`config.mk`:
```
export PLATFORM = sky130hd
export DESIGN_NAME = hazard_ctrl_flat
export DESIGN_NICKNAME = d
export VERILOG_FILES = /design/src/rtl/hazard_pkg.sv /design/src/rtl/hazard_if.sv /design/src/rtl/hazard_match.sv /design/src/rtl/hazard_ctrl.sv /design/src/flat_wrapper.sv
export SDC_FILE = /design/constraint.sdc
export NUM_CORES = 1
export LEC_CHECK = 0
export CORE_AREA = 4 4 45 47
export CTS_CLUSTER_SIZE = 8
export DETAILED_ROUTE_END_ITERATION = 10
export DIE_AREA = 0 0 49 51
export PLACE_DENSITY = 0.81
export RECOVER_POWER = 50
export SLEW_MARGIN = 5
export SYNTH_ARGS = -nofsm -noshare
export SYNTH_HDL_FRONTEND = slang
export SYNTH_SLANG_ARGS = --single-unit
```
`constraint.sdc`:
```
create_clock -name Clk -period 1.3 [get_ports Clk]
set_input_delay 0.13 -clock Clk [delete_from_list [all_inputs] [get_ports Clk]]
set_output_delay 0.13 -clock Clk [all_outputs]
set_load 0.01 [all_outputs]
```
`src/rtl/hazard_pkg.sv`:
```
// Shared types and output patterns for the pipeline hazard controller.
// Optional performance counters are enabled with HAZARD_PERF_EN.
package hazard_pkg;

    typedef enum logic {
        RUN   = 1'b0,
        STALL = 1'b1
    } state_t;

    localparam int REG_ZERO = 0;

    // Output patterns are packed as {PCWrite, IFIDWrite, IFFlush, EXFlush}
    localparam logic [3:0] PAT_STALL = 4'b0001;
    localparam logic [3:0] PAT_IDLE  = 4'b1100;
    localparam logic [3:0] PAT_FLUSH = 4'b1110;

endpackage

```
`src/rtl/hazard_if.sv`:
```
// Pipeline-side bundle for the hazard controller: ID/EX/MEM fields in, stall/flush controls out.
// The StallCycles/FlushCount counters exist only when HAZARD_PERF_EN is defined.
interface hazard_if #(
    parameter int REG_W  = 5,
    parameter int PERF_W = 32
);
    logic [REG_W-1:0] ID_Rs;
    logic [REG_W-1:0] ID_Rt;
    logic             ID_UsesRt;
    logic             ID_Branch;
    logic             ID_Taken;
    logic             IDEX_MemRead;
    logic             IDEX_RegWrite;
    logic [REG_W-1:0] IDEX_WriteReg;
    logic             EXMEM_MemRead;
    logic [REG_W-1:0] EXMEM_WriteReg;
    logic             PCWrite;
    logic             IFIDWrite;
    logic             IFFlush;
    logic             EXFlush;
    logic             Stalled;
`ifdef HAZARD_PERF_EN
    logic [PERF_W-1:0] StallCycles;
    logic [PERF_W-1:0] FlushCount;
`endif

    // The pipeline drives instruction fields; the controller answers with controls
    modport master (
        output ID_Rs, ID_Rt, ID_UsesRt, ID_Branch, ID_Taken,
        output IDEX_MemRead, IDEX_RegWrite, IDEX_WriteReg,
        output EXMEM_MemRead, EXMEM_WriteReg,
`ifdef HAZARD_PERF_EN
        input  StallCycles, FlushCount,
`endif
        input  PCWrite, IFIDWrite, IFFlush, EXFlush, Stalled
    );

    modport slave (
        input  ID_Rs, ID_Rt, ID_UsesRt, ID_Branch, ID_Taken,
        input  IDEX_MemRead, IDEX_RegWrite, IDEX_WriteReg,
        input  EXMEM_MemRead, EXMEM_WriteReg,
`ifdef HAZARD_PERF_EN
        output StallCycles, FlushCount,
`endif
        output PCWrite, IFIDWrite, IFFlush, EXFlush, Stalled
    );
endinterface

```
`src/rtl/hazard_match.sv`:
```
// Combinational source-operand comparator: does a pipeline destination feed the ID instruction?
// Register zero is hardwired and never produces a match.
module hazard_match
    import hazard_pkg::*;
#(
    parameter int REG_W = 5
) (
    input  logic [REG_W-1:0] dest,
    input  logic [REG_W-1:0] rs,
    input  logic [REG_W-1:0] rt,
    input  logic             uses_rt,
    output logic             match
);

    assign match = (dest != REG_W'(REG_ZERO)) &&
                   ((dest == rs) || (uses_rt && (dest == rt)));

endmodule

```
`src/rtl/hazard_ctrl.sv`:
```
// Pipeline hazard controller: load-use and branch-in-ID stalls, taken-branch IF flush.
// Define HAZARD_PERF_EN to add saturating StallCycles/FlushCount counters.
module hazard_ctrl
    import hazard_pkg::*;
#(
    parameter int REG_W  = 5,
    parameter int CNT_W  = 2,
    parameter int PERF_W = 32
) (
    input  logic   Clk,
    input  logic   Rst,
    hazard_if.slave hif
);

    state_t           state;
    state_t           state_next;
    logic [CNT_W-1:0] cnt;
    logic [CNT_W-1:0] cnt_next;
    logic [3:0]       pat;
    logic             ex_match;
    logic             mem_match;

    hazard_match #(.REG_W(REG_W)) u_match_ex (
        .dest    (hif.IDEX_WriteReg),
        .rs      (hif.ID_Rs),
        .rt      (hif.ID_Rt),
        .uses_rt (hif.ID_UsesRt),
        .match   (ex_match)
    );

    hazard_match #(.REG_W(REG_W)) u_match_mem (
        .dest    (hif.EXMEM_WriteReg),
        .rs      (hif.ID_Rs),
        .rt      (hif.ID_Rt),
        .uses_rt (hif.ID_UsesRt),
        .match   (mem_match)
    );

    always_ff @(posedge Clk or posedge Rst) begin
        if (Rst) begin
            state <= RUN;
            cnt   <= '0;
        end else begin
            state <= state_next;
            cnt   <= cnt_next;
        end
    end

    // A branch waiting on a load in EX needs a second bubble, which STALL supplies
    // without looking at the inputs; the flush only goes out once operands are clean.
    always_comb begin
        state_next = state;
        cnt_next   = cnt;
        pat        = PAT_IDLE;
        if (!Rst) begin
            case (state)
                RUN: begin
                    if (hif.ID_Branch && hif.IDEX_MemRead && ex_match) begin
                        pat        = PAT_STALL;
                        state_next = STALL;
                        cnt_next   = CNT_W'(1);
                    end else if (hif.ID_Branch && hif.IDEX_RegWrite && ex_match) begin
                        pat = PAT_STALL;
                    end else if (hif.ID_Branch && hif.EXMEM_MemRead && mem_match) begin
                        pat = PAT_STALL;
                    end else if (!hif.ID_Branch && hif.IDEX_MemRead && ex_match) begin
                        pat = PAT_STALL;
                    end else if (hif.ID_Branch && hif.ID_Taken) begin
                        pat = PAT_FLUSH;
                    end
                end
                STALL: begin
                    pat      = PAT_STALL;
                    cnt_next = cnt - CNT_W'(1);
                    if (cnt <= CNT_W'(1)) begin
                        state_next = RUN;
                    end
                end
                default: begin
                    state_next = RUN;
                    cnt_next   = '0;
                end
            endcase
        end
    end

    assign hif.PCWrite   = pat[3];
    assign hif.IFIDWrite = pat[2];
    assign hif.IFFlush   = pat[1];
    assign hif.EXFlush   = pat[0];
    assign hif.Stalled   = (state == STALL) && !Rst;

`ifdef HAZARD_PERF_EN
    logic [PERF_W-1:0] stall_cycles;
    logic [PERF_W-1:0] flush_count;

    // EXFlush is asserted only by the stall pattern, so it marks a stall cycle
    always_ff @(posedge Clk or posedge Rst) begin
        if (Rst) begin
            stall_cycles <= '0;
            flush_count  <= '0;
        end else begin
            if (pat[0] && (stall_cycles != '1)) begin
                stall_cycles <= stall_cycles + PERF_W'(1);
            end
            if (pat[1] && (flush_count != '1)) begin
                flush_count <= flush_count + PERF_W'(1);
            end
        end
    end

    assign hif.StallCycles = stall_cycles;
    assign hif.FlushCount  = flush_count;
`endif

endmodule

```
`src/flat_wrapper.sv`:
```
// flat-port wrapper written by rule: the top's interface ports become plain ports
module hazard_ctrl_flat import hazard_pkg::*;
#(
    parameter int REG_W  = 5,
    parameter int CNT_W  = 2,
    parameter int PERF_W = 32
)
  (Clk, Rst, hif_ID_Rs, hif_ID_Rt, hif_ID_UsesRt, hif_ID_Branch, hif_ID_Taken, hif_IDEX_MemRead, hif_IDEX_RegWrite, hif_IDEX_WriteReg, hif_EXMEM_MemRead, hif_EXMEM_WriteReg, hif_PCWrite, hif_IFIDWrite, hif_IFFlush, hif_EXFlush, hif_Stalled);
  hazard_if #(.REG_W(REG_W), .PERF_W(PERF_W)) hif_i ();
  input  logic Clk;
  input  logic Rst;
  input wire logic [$bits(hif_i.ID_Rs)-1:0] hif_ID_Rs;
  input wire logic [$bits(hif_i.ID_Rt)-1:0] hif_ID_Rt;
  input wire logic [$bits(hif_i.ID_UsesRt)-1:0] hif_ID_UsesRt;
  input wire logic [$bits(hif_i.ID_Branch)-1:0] hif_ID_Branch;
  input wire logic [$bits(hif_i.ID_Taken)-1:0] hif_ID_Taken;
  input wire logic [$bits(hif_i.IDEX_MemRead)-1:0] hif_IDEX_MemRead;
  input wire logic [$bits(hif_i.IDEX_RegWrite)-1:0] hif_IDEX_RegWrite;
  input wire logic [$bits(hif_i.IDEX_WriteReg)-1:0] hif_IDEX_WriteReg;
  input wire logic [$bits(hif_i.EXMEM_MemRead)-1:0] hif_EXMEM_MemRead;
  input wire logic [$bits(hif_i.EXMEM_WriteReg)-1:0] hif_EXMEM_WriteReg;
  output wire logic [$bits(hif_i.PCWrite)-1:0] hif_PCWrite;
  output wire logic [$bits(hif_i.IFIDWrite)-1:0] hif_IFIDWrite;
  output wire logic [$bits(hif_i.IFFlush)-1:0] hif_IFFlush;
  output wire logic [$bits(hif_i.EXFlush)-1:0] hif_EXFlush;
  output wire logic [$bits(hif_i.Stalled)-1:0] hif_Stalled;
  assign hif_i.ID_Rs = hif_ID_Rs;
  assign hif_i.ID_Rt = hif_ID_Rt;
  assign hif_i.ID_UsesRt = hif_ID_UsesRt;
  assign hif_i.ID_Branch = hif_ID_Branch;
  assign hif_i.ID_Taken = hif_ID_Taken;
  assign hif_i.IDEX_MemRead = hif_IDEX_MemRead;
  assign hif_i.IDEX_RegWrite = hif_IDEX_RegWrite;
  assign hif_i.IDEX_WriteReg = hif_IDEX_WriteReg;
  assign hif_i.EXMEM_MemRead = hif_EXMEM_MemRead;
  assign hif_i.EXMEM_WriteReg = hif_EXMEM_WriteReg;
  assign hif_PCWrite = hif_i.PCWrite;
  assign hif_IFIDWrite = hif_i.IFIDWrite;
  assign hif_IFFlush = hif_i.IFFlush;
  assign hif_EXFlush = hif_i.EXFlush;
  assign hif_Stalled = hif_i.Stalled;
  hazard_ctrl #(.REG_W(REG_W), .CNT_W(CNT_W), .PERF_W(PERF_W)) u_core (.Clk(Clk), .Rst(Rst), .hif(hif_i));
endmodule
```
==> metrics.md, run 1 <==
| Metric | Value |
|---|---|
| Outcome | finished with violations |
| Violated checks | negative setup slack |
| CP top delay family | compound AO/OA/AOI/OAI gates |
| Tmin final | 1520 ps |
| Clk pin slew, worst setup/hold paths | 40 ps |
| Worst Hold Class | in -> async |
| Die height | 51 microns |
| Post-synth EDFFs | 0 |
| Unrepaired setup endpoints after global routing | true |
| CP Cell Sequence | clkdlybuf4s15_2, xnor2_1, nand4_1, o22ai_2, a41oi_2, a21o_1, buf_2 |
| Seq/Total Area, Yosys | 0.152 |
| PnR worst setup slack | -215 ps |
| Avg Vias per Cell | 5.03 |
| Final Hold Fails | 0 |
| Slowest CP cell | a21o_1 |
| FFs w/ async S/R, synth | 1.00 |
| Vias | 634 |
| Total track usage | 0.140 |
| Syn_nets | 92 |
| Multi-input combinational cell area | 504 sq um |
| Vias in the first global route | 678 |
| Worst Skew | 6.15 ps |
| Ranking of synthesized cells by area | xnor2_1 32%, dfrtp_1 15%, nand2_1 5.3% |
| Root buffer cell | clkbuf_4 |
| Startpoint Class | input port |
| Clock Path Buffers | 2 |
| Synth Area in XOR/XNOR | 0.354 |
| Layout Nets | 139 |
| IO Count | 33 |
| TritonRoute pass-1 iters | 4 |
| Ratio of cells with drive above 1 in the final layout | 0.468 |
| Syn. warnings | 0 |
| Clk_lat worst skew | 230 ps |
| Die W | 49 microns |
| Final WL | 1780 microns |
| Worst-Margin Slew | 277 ps |
| Die ar. | 2500 sq um |
| Synth area leader | xnor2_1 |
| Critical Path AT | 1390 ps |
| Initial Utilization | 0.299 |
| Post-Synth Simple-Gate Area | 0.213 |
| FF+latch area | 75.1 sq um |
| Post-CTS Hold Buffers | 0 |
| Slowest cell delay on critical path | 220 ps |
| Clock sink total | 3 |
| Area Growth Syn to Fin | 101% |
| Mux cell area share after synthesis | 0 |
| First-pass GRT wire length | 2910 microns |
| WHS | 380 ps |
| Row count | 15 |
| Critical path class | in -> out |
| CP required | 1170 ps |
| # diodes | 0 |
| Core ar. | 1650 sq um |
| Dpl hpwl | 1370 microns |
| Antenna viol nets, final | 0 |
| CTS H-tree lvls | 1 |
| PwrDens | 848 nW/um^2 |
| Number of remaining DRC errors | 0 |
| Placer Congestion | 0.740 |
| CTS tree | yes |
| Synth Area in Adders | 0.0253 |
| Number of synthesized register bits | 3 |
| Largest net degree at the start of global routing | 6 |
| Final Cycle Share | 1.17 |
| CP Max Fanout | 3 |
| Global route overflow | 0 |
| Fillcell total | 152 |
| Number of DRC markers in iteration 0 | 7 |
| Lkg Pwr | 0.421 nW |
| Maximum clock frequency | 0.660 GHz |
| Yosys top cell area share | 0.319 |
| CTS buffer count | 3 |
| Synth Instances | 63 |
| Final Max Tran Viols | 0 |
| Prevailing post-synth register cell | dfrtp_1 |
| Number of max-cap violations | 0 |
| I/O Buffers | 32 |
| Cell area after synthesis | 494 sq um |
| Synth Area in Compound Gates | 0.218 |
| Critical path buffers and inverters | 2 |
| Max rail drop VDD | 795 uV |
| Initial antenna violation count | 0 |
| Largest family of logic cells by synthesized area | XOR/XNOR gates |
| Unique masters post-synth | 23 |
| Headroom to the max-slew limit | 0.815 |
| CP endpoint kind | output port |
| Post-Syn Area per Cell | 7.84 sq um |
| Average routed wire per standard cell | 14.1 microns |
| Endpoints failing setup | 4 |
| Total power | 0.000844 W |
[registers in the layout, summed over array words and instances, names as in the netlist]
register,cells
u_core.state,1
u_core.cnt,2
[worst paths after layout]
path | depth (start not counted) | from | endpoint | slack [ps]
min reg2reg | 1 | u_core.cnt[1] | u_core.cnt[1] | 510
max in group asynchronous | 3 | Rst | u_core.cnt[0] | 720
min in group Clk | 1 | u_core.cnt[1] | u_core.cnt[1] | 510
max | 7 | hif_ID_Rt[0] | hif_IFIDWrite | -220
max reg2reg | 7 | u_core.state | u_core.cnt[1] | 70
min | 3 | Rst | u_core.state | 380
[layout make-up]
class	instances	area share
inverter	3	0.0113
clock buffer	4	0.0264
multi-input combinational	56	0.507
timing repair buffer	43	0.358
sequential	3	0.0755
tap	17	0.0214
[metrics by stage]
step / setup slack, ps / setup TNS (ps) / instances / util / instance area (sq um)
final: -215 / -745 / 126 / 0.602 / 995
after global routing: -236 / -989 / 126 / 0.602 / 995
after CTS: -151 / -485 / 126 / 0.568 / 938
after detailed placement: -953 / -5640 / 121 / 0.547 / 903
after global placement: -849 / -5040 / 121 / 0.547 / 903
after floorplan: 35.5 / 0 / 63 / - / 494
[cell usage after synthesis, drive strengths merged (2+ instances only)]
master	instances
nand3	3
xor2	2
o21ai	2
nand4	3
dfrtp	3
a21o	2
nor2	6
inv	3
xnor2	18
nor3	2
nand2	7
a21oi	2
[worst register-to-register path: cells and delay by family, from the launching register on]
family	cells	cell delay (ps)
buffers and inverters	3	340
and+or+nand+nor	2	100
DFF	1	380
AOI/OAI and AO/OA	2	280
[power by group]
part	internal (W)	switching, W	leakage [nW]
sequential	0.000138	0.0000345	0.0366
combinational	0.000270	0.000240	0.369
clock	0.000115	0.0000470	0.0150
[cell families (layout without fill, tap and decap cells)]
kind of cell | Yosys count | after routing
compound gates | 13 | 13
xor+xnor | 20 | 20
fa+ha+maj | 1 | 1
buf+inv | 4 | 50
flops | 3 | 3
simple gates | 22 | 22
[what timing repair did]
item,in CTS,in global routing
pin swaps,27,9
setup buffers,2,1
gates resized for setup,112,14
setup endpoints to repair,8,8
[cell usage in the layout, fill, tap and decap left out, types with 4 or more instances in the layout]
master	count
buf_2	12
buf_4	9
buf_6	5
clkdlybuf4s15_2	4
clkdlybuf4s50_1	5
nand2_1	7
nor2_1	6
xnor2_1	13
xnor2_2	4
[layer usage]
metal | vias to the layer above | global-route usage | wire length, microns
met4 | 0 | 0.0135 | 18
met2 | 18 | 0.270 | 987
met1 | 296 | 0.164 | 699
li1 | 318 | - | -
met5 | - | 0 | 0
met3 | 2 | 0.0262 | 72
Note: power is estimated with default switching activity, not from simulation.
==> inputs of run 2 (changes only) <==
--- a/config.mk
+++ b/config.mk
@@ -9,6 +9,8 @@
 export CTS_CLUSTER_SIZE = 8
 export DETAILED_ROUTE_END_ITERATION = 10
 export DIE_AREA = 0 0 49 51
+export HOLD_SLACK_MARGIN = 0.06
+export MAX_ROUTING_LAYER = met4
 export PLACE_DENSITY = 0.81
 export RECOVER_POWER = 50
 export SLEW_MARGIN = 5
==> run 2 against run 1 <==
  * The flow still finishes with violations (negative setup slack)
  * Utilization is the same
  * Cell count did not move
  * Non-clock buffer count stayed put
  * Flip-flop and latch count unchanged
  * Global-route usage is 0.37 points higher
  * Critical path type unchanged
  * Largest cell class unchanged
==> metrics.md, run 2 (synthesis results as in run 1) <==
| Metric | Value |
|---|---|
| Outcome | finished with violations (unchanged) |
| Violated checks | negative setup slack (unchanged) |
| Final Hold Fails | 0 (unchanged) |
| Slowest cell delay on critical path | 220 ps (about the same) |
| WHS | 379 ps (was 380 ps) |
| Sequential share of power | 0.204 (about the same) |
| Clk pin slew, worst setup/hold paths | 40 ps (about the same) |
| Placer Congestion | 0.750 (was 0.740) |
| Die W | 49 microns (unchanged) |
| TritonRoute pass-1 iters | 4 (unchanged) |
| Tmin final | 1520 ps (about the same) |
| Number of remaining DRC errors | 0 (unchanged) |
| Initial antenna violation count | 0 (unchanged) |
| Vias in the first global route | 679 (was 678) |
| Top flop regs | u_core.cnt (2), u_core.state (1) (unchanged) |
| Max rail drop VDD | 795 uV (about the same) |
| Number of DRC markers in iteration 0 | 7 (unchanged) |
| First-pass GRT wire length | 2910 microns (unchanged) |
| Total power | 0.000844 W (about the same) |
| Root buffer cell | clkbuf_4 (unchanged) |
| Final WL | 1780 microns (about the same) |
| PnR worst setup slack | -215 ps (about the same) |
| Final instance area | 995 sq um (unchanged) |
| CP Max Fanout | 3 (unchanged) |
| Ratio of cells with drive above 1 in the final layout | 0.468 (unchanged) |
| Placed cell area | 903 sq um (unchanged) |
| M2 GR Usage | 0.270 (unchanged) |
| Avg Vias per Cell | 5.04 (was 5.03) |
| I/O Buffers | 32 (unchanged) |
| CP top delay family | compound AO/OA/AOI/OAI gates (unchanged) |
| Switch Pwr | 0.000322 W (about the same) |
| Final Cycle Share | 1.17 (about the same) |
| Layout Nets | 139 (unchanged) |
| Share of power burned in the clock network | 0.192 (about the same) |
| Number of max-cap violations | 0 (unchanged) |
| Die height | 51 microns (unchanged) |
| GR Util met1 | 0.164 (unchanged) |
| Combinational share of power | 0.604 (about the same) |
| Startpoint Class | input port (unchanged) |
| Vias | 635 (was 634) |
| Met3 GRT Util | 0.0262 (unchanged) |
| Critical Path AT | 1390 ps (about the same) |
| Largest net degree at the start of global routing | 6 (unchanged) |
| Global route overflow | 0 (unchanged) |
| Final Max Tran Viols | 0 (unchanged) |
| CTS buffer count | 3 (unchanged) |
| CP required | 1170 ps (about the same) |
| Critical path class | in -> out (unchanged) |
| Pint | 0.000522 W (about the same) |
| Clock Path Buffers | 2 (unchanged) |
| Busiest grt layer | met2 (unchanged) |
| CP Cell Sequence | clkdlybuf4s15_2, xnor2_1, nand4_1, o22ai_2, a41oi_2, a21o_1, buf_2 (unchanged) |
| Maximum clock frequency | 0.660 GHz (about the same) |
| CTS H-tree lvls | 1 (unchanged) |
| Die ar. | 2500 sq um (unchanged) |
| Initial Utilization | 0.299 (unchanged) |
| Commonest non-fill, non-tap cell in the layout | xnor2_1 (unchanged) |
| Slowest CP cell | a21o_1 (unchanged) |
| Dpl hpwl | 1370 microns (unchanged) |
| Post-CTS Hold Buffers | 0 (unchanged) |
| Total track usage | 0.144 (was 0.140) |
| Endpoints failing setup | 4 (unchanged) |
| Worst-Margin Slew | 277 ps (unchanged) |
| Register bank with the most flops | u_core.cnt (unchanged) |
| Lkg Pwr | 0.421 nW (unchanged) |
| Worst Hold Class | in -> async (unchanged) |
| Number of flip-flops in the largest register | 2 (unchanged) |
| PwrDens | 848 nW/um^2 (about the same) |
| Critical path buffers and inverters | 2 (unchanged) |
| Core ar. | 1650 sq um (unchanged) |
| CP endpoint kind | output port (unchanged) |
| Unrepaired setup endpoints after global routing | true (unchanged) |
| Clock sink total | 3 (unchanged) |
| Headroom to the max-slew limit | 0.815 (unchanged) |
| Clk_lat worst skew | 230 ps (about the same) |
| Antenna viol nets, final | 0 (unchanged) |
| Critical path origin | hif_ID_Rt[0] (unchanged) |
| Row count | 15 (unchanged) |
| Average routed wire per standard cell | 14.1 microns (about the same) |
| IO Count | 33 (unchanged) |
| # diodes | 0 (unchanged) |
| CTS tree | yes (unchanged) |
| Worst r2r src | u_core.state (unchanged) |
| Most frequent cells in the layout | 13 x xnor2_1, 12 x buf_2, 9 x buf_4, 7 x nand2_1, 6 x nor2_1 (unchanged) |
| Area Growth Syn to Fin | 101% (unchanged) |
| Switching Share | 0.381 (about the same) |
| Worst Skew | 6.14 ps (was 6.15 ps) |
## run 2: cell counts in the layout (fill, tap and decap cells not counted)
No cell type changed its count.
## run 2: power by group through the flow
stage	sequential (W)	clock [W]	combinational, W
floorplan	0.000171	0	0.000240
global placement	0.000168	0	0.000470
detailed placement	0.000172	0	0.000493
CTS	0.000173	0.000165	0.000481
global route	0.000180	0.000169	0.000548
finish	0.000172	0.000162	0.000510
## run 2: area by class of cell
class | instances | area [sq um]
Fill cell | 152 | 657
Multi-Input combinational cell | 56 | 504
Timing Repair Buffer | 43 | 357
Sequential cell | 3 | 75.1
Clock buffer | 4 | 26.3
Tap cell | 17 | 21.3
Inverter | 3 | 11.3
## run 2: final timing paths
path | end | slack [ps] | cells past startpoint
max in group asynchronous | u_core.cnt[0] | 720 | 3
min | u_core.state | 380 | 3
min in group Clk | u_core.cnt[1] | 510 | 1
max | hif_IFIDWrite | -220 | 7
min reg2reg | u_core.cnt[1] | 510 | 1
max reg2reg | u_core.cnt[1] | 70 | 7
## run 2: per-layer routing
layer	vias to the layer above	part of all wire
li1	318	-
met1	297	0.39
met2	18	0.55
met3	2	0.041
met4	0	0.010
met5	-	0
## run 2: repair_timing
action,in CTS,in global routing
pin swaps,27,9
endpoints found under the hold margin,0,0
setup buffers,2,1
setup endpoints to repair,8,8
resized for setup,112,14
## run 2: per-stage QoR
| stage | worst slack, ps | util | TNS, ps | instances |
|---|---|---|---|---|
| after floorplan | 35.5 | - | 0 | 63 |
| after global placement | -849 | 0.547 | -5040 | 121 |
| after detailed placement | -953 | 0.547 | -5640 | 121 |
| after CTS | -151 | 0.568 | -485 | 126 |
| after global routing | -236 | 0.602 | -989 | 126 |
| final | -215 | 0.602 | -745 | 126 |
## run 2: worst register-to-register path: cells and delay by family (launching register included)
family	cells	cell delay (ps)
AO/OA/AOI/OAI	2	280
buffers and inverters	3	340
flip-flops	1	380
AND/OR/NAND/NOR	2	100
==> inputs of run 3 (changes only) <==
==> constraint.sdc (replaced) <==
create_clock -name Clk -period 1.3 [get_ports Clk]
set_input_delay 0.13 -clock Clk [delete_from_list [all_inputs] [get_ports Clk]]
set_output_delay 0.13 -clock Clk [all_outputs]
set_load 0.005 [all_outputs]
==> run 3 against run 2 <==
  * The flow still finishes with violations (negative setup slack)
  * Fmax down 2.1%
  * Register-to-register slack better by 40 ps
  * Total power up 9.5%
  * Clock-buffer cell count unchanged
  * Sequential power about the same
  * Final area up 8.1%
  * Utilization up 4.8 points
  * Global-route usage up 1.4 points
  * Combinational power up 16%
  * Flip-flop and latch count unchanged
  * Sequential share of layout area down 0.56 points
  * First-iteration DRC count rose to 2.6 times the previous value
  * Critical path type unchanged
  * Critical endpoint is now hif_EXFlush
  * Largest cell class unchanged
==> metrics.md, run 3 (synthesis results as in run 1) <==
| Metric | Value |
|---|---|
| Startpoint Class | input port (unchanged) |
| Worst Hold Class | in -> async (unchanged) |
| Worst Reg-to-Reg Cells | 7 (unchanged) |
| Unrepaired setup endpoints after global routing | true (unchanged) |
| Top flop regs | u_core.cnt (2), u_core.state (1) (unchanged) |
| Die W | 49 microns (unchanged) |
| CTS tree | yes (unchanged) |
| Vias | 673 (was 635) |
| Dpl hpwl | 1380 microns (was 1370 microns) |
| DP Worst Slack | -929 ps (was -953 ps) |
| Row count | 15 (unchanged) |
| Endpoints failing setup | 5 (was 4) |
| Ratio of cells with drive above 1 in the final layout | 0.556 (was 0.468) |
| Worst reg2reg endpoint | u_core.cnt[1] (unchanged) |
| Most frequent cells in the layout | 14 x buf_4, 11 x buf_2, 9 x xnor2_1, 8 x xnor2_2, 8 x buf_6 (was 13 x xnor2_1, 12 x buf_2, 9 x buf_4, 7 x nand2_1, 6 x nor2_1) |
| IO Count | 33 (unchanged) |
| Final Hold Fails | 0 (unchanged) |
| Final instance area | 1070 sq um (was 995 sq um) |
| First-pass GRT wire length | 3050 microns (was 2910 microns) |
| CTS buffer count | 3 (unchanged) |
| Worst Skew | 6.28 ps (was 6.14 ps) |
| PwrDens | 859 nW/um^2 (was 848 nW/um^2) |
| CP required | 1170 ps (about the same) |
| Outcome | finished with violations (unchanged) |
| Final Max Tran Viols | 0 (unchanged) |
| Clk_lat worst skew | 230 ps (about the same) |
| Layout Nets | 147 (was 139) |
| Wire length on met2 | 995 microns (was 987 microns) |
| Largest net degree at the start of global routing | 6 (unchanged) |
| Final WL | 1830 microns (was 1780 microns) |
| Total track usage | 0.158 (was 0.144) |
| Antenna viol nets, final | 0 (unchanged) |
| Die height | 51 microns (unchanged) |
| Number of max-cap violations | 0 (unchanged) |
| Number of remaining DRC errors | 0 (unchanged) |
| Headroom to the max-slew limit | 0.825 (was 0.815) |
| Commonest non-fill, non-tap cell in the layout | buf_4 (was xnor2_1) |
| Die ar. | 2500 sq um (unchanged) |
| Initial antenna violation count | 0 (unchanged) |
| Critical Path AT | 1420 ps (was 1390 ps) |
| Clock sink total | 3 (unchanged) |
| Utilization of the core after routing | 0.651 (was 0.602) |
| Post-CTS Hold Buffers | 0 (unchanged) |
| Maximum clock frequency | 0.646 GHz (was 0.660 GHz) |
| Lkg Pwr | 0.489 nW (was 0.421 nW) |
| Core ar. | 1650 sq um (unchanged) |
| CP Max Fanout | 2 (was 3) |
| Average routed wire per standard cell | 13.6 microns (was 14.1 microns) |
| Critical path class | in -> out (unchanged) |
| Root buffer cell | clkbuf_4 (unchanged) |
| TritonRoute pass-1 iters | 4 (unchanged) |
| Routed met1 length | 746 microns (was 699 microns) |
| Clock Path Buffers | 2 (unchanged) |
| Max layer used | met4 (unchanged) |
| Reg-to-reg slack, setup | 110 ps (was 70 ps) |
| Worst r2r src | u_core.state (unchanged) |
| CTS H-tree lvls | 1 (unchanged) |
| # diodes | 0 (unchanged) |
| Tmin final | 1550 ps (was 1520 ps) |
| Worst-Margin Slew | 262 ps (was 277 ps) |
| Initial Utilization | 0.299 (unchanged) |
| I/O Buffers | 32 (unchanged) |
| Final Cycle Share | 1.19 (was 1.17) |
| Register bank with the most flops | u_core.cnt (unchanged) |
| PnR worst setup slack | -248 ps (was -215 ps) |
| Area Growth Syn to Fin | 117% (was 101%) |
| Number of flip-flops in the largest register | 2 (unchanged) |
| Met3 wire length | 65 microns (was 73 microns) |
| CP endpoint kind | output port (unchanged) |
| Clk pin slew, worst setup/hold paths | 40 ps (about the same) |
| Placer Congestion | 0.820 (was 0.750) |
| Violated checks | negative setup slack (unchanged) |
| Placed cell area | 933 sq um (was 903 sq um) |
| Global route overflow | 0 (unchanged) |
| Number of DRC markers in iteration 0 | 18 (was 7) |
| Max rail drop VDD | 838 uV (was 795 uV) |
| Vias in the first global route | 705 (was 679) |
| Avg Vias per Cell | 5.02 (was 5.04) |
==> run 3: cell count changes in the layout (fill, tap and decap cells not counted), sizes merged <==
cell and delta:
buf +7, clkdlybuf4s15 -3, clkbuf +3, dlygate4sd2 +1
==> run 3: worst max-delay path by stage <==
| stage | startpoint | end | slack [ps] |
|---|---|---|---|
| CTS | hif_IDEX_WriteReg[4] | hif_IFIDWrite | -220 |
| detailed placement | hif_IDEX_WriteReg[4] | hif_IFIDWrite | -930 |
| floorplan | hif_ID_Rs[4] | hif_PCWrite | 10 |
| finish | hif_ID_Rt[4] | hif_EXFlush | -250 |
| global route | hif_ID_Rt[4] | hif_EXFlush | -300 |
| global placement | hif_ID_Rs[4] | hif_EXFlush | -860 |
==> run 3: area by class of cell <==
cell class / count / area (sq um)
Fill cell: 130 / 577
Multi-Input combinational cell: 56 / 528
Timing Repair Buffer: 51 / 413
Sequential cell: 3 / 75.1
Clock buffer: 4 / 26.3
Tap cell: 17 / 21.3
Inverter: 3 / 11.3
==> run 3: what timing repair did <==
item / 4_1_cts / 5_1_grt
buffers inserted: 5 / 1
gates cloned: 0 / 0
pin swaps: 23 / 16
endpoints found under the setup margin: 8 / 8
resized for setup: 108 / 21
==> run 3: power breakdown <==
group | leakage, nW | total (W) | internal, W | switching, W
Sequential | 0.0366 | 0.000172 | 0.000138 | 0.0000347
Clock | 0.0150 | 0.000158 | 0.000115 | 0.0000433
Combinational | 0.437 | 0.000593 | 0.000340 | 0.000254
==> run 3: metrics by stage <==
stage	total power, W	hold slack (ps)	std cells	setup TNS (ps)
2_1_floorplan	0.000399	-96.5	63	0
3_3_place_gp	0.000634	437	125	-5260
3_5_place_dp	0.000656	441	125	-5770
4_1_cts	0.000881	211	133	-647
5_1_grt	0.000998	411	134	-1060
6_report	0.000924	381	134	-669
==> run 3: per-layer routing <==
| layer | global-route usage | up-vias |
|---|---|---|
| li1 | - | 332 |
| met1 | 0.191 | 318 |
| met2 | 0.272 | 21 |
| met3 | 0.0204 | 2 |
| met4 | 0.0493 | 0 |
| met5 | - | - |
==> run 3: critical path: stages <==
cell	delay [ps]
buf_2	130
xnor2_1	200
nand4_1	160
o22ai_2	150
a41oi_2	140
buf_4	160
buf_6	110
a21oi_2	120
buf_2	120
